<file path="src/rtl/serial_add_sched.sv">
// serial_add_sched: round-robin scheduler sharing one bit-serial adder between two requesters.
// Define SERADD_CHECK_EN to add a reference-sum self-check that drives rsp_err.
module serial_add_sched #(
    parameter int WIDTH = 8,
    parameter int CW    = 4
) (
    input  logic             clk,
    input  logic             rst,
    input  logic             req0_valid,
    input  logic [WIDTH-1:0] req0_a,
    input  logic [WIDTH-1:0] req0_b,
    output logic             req0_ready,
    input  logic             req1_valid,
    input  logic [WIDTH-1:0] req1_a,
    input  logic [WIDTH-1:0] req1_b,
    output logic             req1_ready,
    output logic             rsp_valid,
    input  logic             rsp_ready,
    output logic             rsp_id,
    output logic [WIDTH-1:0] rsp_sum,
    output logic             rsp_err,
    output logic             busy,
    output logic             add_pload,
    output logic             add_enable,
    output logic [WIDTH-1:0] add_adata,
    output logic [WIDTH-1:0] add_bdata,
    input  logic [WIDTH-1:0] add_pout
);
    typedef enum logic [2:0] {IDLE, LOAD, SHIFT, CAPTURE, RESP} state_t;
    state_t        state;
    logic [CW-1:0] cnt;
    logic          last_grant;
    logic          id;
    logic          grant0;
    logic          grant1;
    // On a tie the requester that did not win last time is served.
    assign grant0     = state == IDLE && req0_valid && (!req1_valid || last_grant);
    assign grant1     = state == IDLE && req1_valid && (!req0_valid || !last_grant);
    assign req0_ready = grant0;
    assign req1_ready = grant1;
    assign busy       = state != IDLE;
    always_ff @(posedge clk or negedge rst) begin
        if (!rst) begin
            state      <= IDLE;
            cnt        <= '0;
            last_grant <= 1'b1;
            id         <= 1'b0;
            rsp_valid  <= 1'b0;
            rsp_id     <= 1'b0;
            rsp_sum    <= '0;
            add_pload  <= 1'b0;
            add_enable <= 1'b0;
            add_adata  <= '0;
            add_bdata  <= '0;
        end else begin
            case (state)
                IDLE: if (grant0 || grant1) begin
                    add_adata  <= grant1 ? req1_a : req0_a;
                    add_bdata  <= grant1 ? req1_b : req0_b;
                    id         <= grant1;
                    last_grant <= grant1;
                    add_pload  <= 1'b1;
                    state      <= LOAD;
                end
                LOAD: begin
                    add_pload  <= 1'b0;
                    add_enable <= 1'b1;
                    cnt        <= '0;
                    state      <= SHIFT;
                end
                SHIFT: begin
                    cnt <= cnt + 1'b1;
                    if (cnt == CW'(WIDTH - 1)) begin
                        add_enable <= 1'b0;
                        state      <= CAPTURE;
                    end
                end
                CAPTURE: begin
                    rsp_sum   <= add_pout;
                    rsp_id    <= id;
                    rsp_valid <= 1'b1;
                    state     <= RESP;
                end
                RESP: if (rsp_ready) begin
                    rsp_valid <= 1'b0;
                    state     <= IDLE;
                end
                default: state <= IDLE;
            endcase
        end
    end
`ifdef SERADD_CHECK_EN
    logic [WIDTH-1:0] ref_sum;
    assign ref_sum = add_adata + add_bdata;
    always_ff @(posedge clk or negedge rst) begin
        if (!rst) rsp_err <= 1'b0;
        else if (grant0 || grant1) rsp_err <= 1'b0;
        else if (state == CAPTURE) rsp_err <= add_pout != ref_sum;
    end
`else
    assign rsp_err = 1'b0;
`endif
endmodule

</file>
<file path="config.mk">
export PLATFORM = sky130hd
export DESIGN_NAME = serial_add_sched
export DESIGN_NICKNAME = d
export VERILOG_FILES = /design/src/rtl/serial_add_sched.sv
export SDC_FILE = /design/constraint.sdc
export NUM_CORES = 1
export LEC_CHECK = 0
export CORE_MARGIN = 4
export CORE_UTILIZATION = 42
export DETAILED_ROUTE_END_ITERATION = 7
export GPL_ROUTABILITY_DRIVEN = 0
export PLACE_DENSITY = 0.8
export SETUP_SLACK_MARGIN = 0.1
export SYNTH_ARGS = -nofsm -noshare
export SYNTH_HDL_FRONTEND = slang
export SYNTH_SLANG_ARGS = --single-unit
</file>
<file path="constraint.sdc">
create_clock -name clk -period 1.6 [get_ports clk]
set_input_delay 0.4 -clock clk [delete_from_list [all_inputs] [get_ports clk]]
set_output_delay 0.4 -clock clk [all_outputs]
set_load 0.01 [all_outputs]
</file>
* Word level (Yosys, flattened, before mapping)
Cells that the tools add are included.
** Cells by class
- Add/subtract/negate cells :: 1
- Eq/ne operators :: 8
- Multiplexer cells :: 13
- Reduce and logical (&&, ||, !) cells :: 20
** Operators with widths (number)
- $mux 8 :: 2
- $pmux 3 s5 :: 1
- $mux 3 :: 3
- $pmux 4 s2 :: 1
- $reduce_and 2->1 :: 4
- $eq 3x2->1 const B :: 2
- $pmux 1 s2 :: 3
- $reduce_bool 2->1 :: 3
- $add 4x1->4 const B :: 1
- $eq 4x3->1 const B :: 1
- $logic_and 1x1->1 :: 4
- $ne 2x2->1 const B :: 2
- $eq 3x1->1 const B :: 1
- $eq 3x3->1 const B :: 1
- $logic_not 1->1 :: 3
- $logic_not 3->1 :: 1
- $logic_or 1x1->1 :: 3
- $mux 1 :: 3
- $reduce_and 3->1 :: 1
- $reduce_bool 3->1 :: 1
- $ne 2x1->1 const B :: 1
** Word-level totals
- Flip-flop bits (word level) :: 37
- Bits of input ports :: 45
- Output and inout bits :: 32
- Word-level logic and storage cells :: 53

* Depth between registers and ports, before layout
- Word-level depth :: 6
- Mapped depth :: 7
- Mapped depth without buffers :: 4

* Least setup slack after synthesis
Ideal clock, no wire load.
- Kind :: reg2out
- From :: reg state[0]
- To :: out req1_ready
- Data arrival time :: 1.213 ns
- Required time :: 1.200 ns
- Slack :: -0.013 ns
- Stages on the path, launching flop included :: 6
- Path buffers :: 2
- Path through :: dfrtp_1 > buf_2 > nor3_4 > inv_2 > buf_2 > nor2_1
** On the way
- Cells in the longest elaborated chain, start to end :: 3
** Ends and longest elaborated chain
- start: declaration :: RTL line 30 : state_t state;
- start signal: assignment :: RTL line 44 : state <= IDLE;
- start signal: assignment :: RTL line 63 : state <= LOAD;
- start signal: assignment :: RTL line 69 : state <= SHIFT;
- $logic_not 3->1 :: RTL line 38 : assign grant1 = state == IDLE && req1_valid && (!req0_valid || !last_grant);
- $logic_and 1x1->1 (2 in series) :: RTL line 38
- end: declaration :: RTL line 16 : output logic req1_ready,
No other way between the ends.

* Final worst setup path
- From :: reg state[2]
- To :: out req0_ready
** On the way
- Cells in the longest elaborated chain, start to end :: 3
** Ends and longest elaborated chain
- $logic_not 3->1 :: RTL line 37 : assign grant0 = state == IDLE && req0_valid && (!req1_valid || last_grant);
- $logic_and 1x1->1 (2 in series) :: RTL line 37
- end: declaration :: RTL line 12 : output logic req0_ready,
No other way between the ends.

==> impl_metrics.py <==
metrics = {
    "synth": {
        "syn_area_per_cell_um2": 10.03,
        "ys_types": 36,
        "synth_seq_cells": 37,
        "yosysTopAreaCellShare": 0.5074,
        "yosysMostFrequentCell": "dfrtp_1",
        "synthFlopType": "dfrtp_1",
        "yosys-top-cells-area": "dfrtp_1 51%, o21ai_0 5.9%, mux2_2 5.7%",
        "yosys-top-cells-count": "36 x dfrtp_1, 21 x o21ai_0, 19 x a21oi_1",
        "synth_cells": 177,
        "synth-edff-count": 0,
        "synth_warnings": 0,
        "synth-async-reset-ratio": 1.000,
        "syn_nets": 223,
        "seq_area_frac_synth": 0.5222,
        "synthesis.area_mm2": 0.001775,
        "yosys.area.top_type": "dfrtp_1",
    },
    "critical_path": {
        "endpoint_kind": "primary output",
        "start_kind": "register",
        "arrival_ps": 1320,
        "cp.required_ps": 1200,
        "cp_max_fo": 2,
        "path_class": "register to primary output",
    },
    "drt": {
        "viasPerCell": 5.945,
        "drc": 0,
        "drt-wirelength-per-cell_um": 20.55,
        "drtIter0Drc": 158,
        "drt-total-wl_um": 6762,
        "antenna_left": 0,
        "dr.pass1.iters": 4,
        "vias": 1956,
    },
    "global_routing": {
        "grt.busiest_layer": "met2",
        "grt_use_met1": 0.2627,
        "grt_max_degree": 29,
        "grt_pass1_wl_um": 8493,
        "first_global_vias": 1731,
        "met3_usage": 0.07851,
        "antenna_found_initial": 0,
        "grt_use_met2": 0.3267,
        "grt_overflow": 0,
        "grt_usage": 0.2068,
    },
    "clock_network": {
        "root_buffer": "clkbuf_8",
        "cts_sinks": 37,
        "cts_tree": "built",
        "clockBufferDepth": 2,
        "cts_hold_buf": 0,
        "cts_buffers": 5,
        "clk_pin_slew_ps": 80,
        "clkLatencyLatePin_ps": 300,
        "htree_levels": 2,
    },
    "layout": {
        "layout-area-overhead-vs-synth_pct": 77.73,
        "final_util": 0.7777,
        "nNetsFinal": 324,
        "finish.instance_area_mm2": 0.003156,
        "n_antenna_cell": 0,
        "drive_gt1_frac": 0.3082,
    },
    "floorplanning": {
        "std_cell_rows": 23,
        "chipHeight_um": 73.02,
        "die_area_mm2": 0.005331,
        "start_util": 0.4376,
        "core_area_mm2": 0.004058,
        "dieWidth_um": 73.02,
        "pin_count": 77,
    },
    "timing": {
        "fin_ws_ps": -124.5,
        "fin_crit_sh": 1.078,
        "period_needed_ps": 1724,
        "finalHoldViolations": 0,
        "rsz0062_at_grt": "true",
        "max_freq_ghz": 0.5799,
        "clock_skew_ps": 12.26,
        "setup_viol": 3,
        "slew_viol_final": 0,
    },
    "job": {
        "max_cap_violations": 0,
    },
    "placement": {
        "portBuffers": 75,
        "place_area_mm2": 0.002664,
        "dp_hpwl_um": 3593,
    },
    "power_and_ir_drop": {
        "max-vdd-ir-drop_mv": 0.9568,
        "p_per_area_mw_per_mm2": 2026,
        "power.leakage_nw": 1.327,
    },
    "worst_hold_path": {
        "hold_path.class": "primary input to asynchronous set/reset pin",
    },
    "run_status": {
        "violations": "negative setup slack",
        "status": "finished with violations",
    },
}
[power by group]
| part | switching, mW | internal [mW] |
|---|---|---|
| clock network | 0.332 | 0.352 |
| logic | 1.95 | 2.04 |
| registers | 0.312 | 1.41 |
| total | 2.59 | 3.80 |
[worst max-delay path: stages (launching register included)]
cell and delay, ps:
dfrtp_1 410, nor3_4 250, buf_6 130, nand3_2 70, inv_1 60, buf_2 120
[kinds of logic after synthesis]
kind of cell               share of synthesized area
xor gates and xnor gates                    0.004934
other                                       0.002112
AOI/OAI and AO/OA                             0.2178
and+or+nand+nor                               0.1276
buffers and inverters                        0.05004
muxes                                        0.06836
adders and majority gates                   0.007046
DFF                                           0.5222
[sequential cells by signal, indices dropped and copies added, names as in the netlist]
register,count
add_pload,1
last_grant,1
cnt,4
add_enable,1
add_bdata,8
add_adata,8
rsp_id,1
state,3
rsp_valid,1
rsp_sum,8
id,1
[worst paths after layout]
| check | start | endpoint | slack (ps) | cells past startpoint |
|---|---|---|---|---|
| setup / recovery | state[2] | req0_ready | -120 | 5 |
| hold / removal | rst | add_adata[4] | 20 | 1 |
| setup reg to reg | state[1] | rsp_sum[3] | 10 | 6 |
| hold reg to reg | add_pload | add_pload | 480 | 1 |
| max in group asynchronous | rst | rsp_sum[3] | 1080 | 2 |
| min in group clk | add_pload | add_pload | 480 | 1 |
[cell type report]
| class | count | area, µm² |
|---|---|---|
| timing repair buffer | 109 | 1090 |
| multi-input combinational | 122 | 974.7 |
| sequential | 37 | 927.1 |
| fill | 240 | 902.1 |
| tap | 50 | 62.56 |
| inverter | 3 | 11.26 |
| clock buffer | 8 | 90.09 |
[repair_timing]
action | CTS | global route
setup endpoints to repair | 57 | 30
cloned | 0 | 4
pin swaps | 5 | 15
gates resized for setup | 68 | 42
setup buffers | 9 | 4
[per-stage QoR]
step	hold WS (ps)	std cells	setup TNS (ps)	setup slack [ps]	power, mW
after floorplan	104.4	177	0	112.0	3.181
after global routing	26.37	329	-671.9	-185.1	6.756
after CTS	21.00	322	-241.8	-121.2	5.305
after global placement	332.8	306	-6857	-530.0	4.483
final	22.37	329	-289.7	-124.5	6.394
after detailed placement	335.9	306	-7688	-555.2	4.561
[routing by layer]
layer | vias up | wire, µm | part of all wire
li1 | 848 | - | -
met1 | 967 | 2617 | 0.39
met2 | 116 | 3352 | 0.50
met3 | 25 | 587 | 0.087
met4 | 0 | 204 | 0.030
met5 | - | 0 | 0
[cell usage in the layout, fill, tap and decap left out, types with 3 or more instances in the layout]
master / Yosys / final
dlygate4sd2_1: 0 / 30
dfrtp_1: 36 / 36
buf_8: 0 / 3
a21o_1: 4 / 4
a31oi_1: 16 / 8
o21ai_4: 0 / 3
o21ai_0: 21 / 5
nand2_1: 8 / 7
buf_4: 1 / 19
nand3_1: 17 / 11
clkbuf_16: 0 / 3
buf_6: 1 / 7
buf_2: 8 / 3
o21ai_1: 0 / 9
clkdlybuf4s50_1: 0 / 41
a31oi_4: 0 / 8
clkbuf_8: 0 / 6
nor2_1: 7 / 6
buf_12: 0 / 3
nand3_2: 0 / 6
a21oi_1: 19 / 19
mux2_2: 9 / 9
o21ai_2: 0 / 4
(Power assumes the default switching activity.)
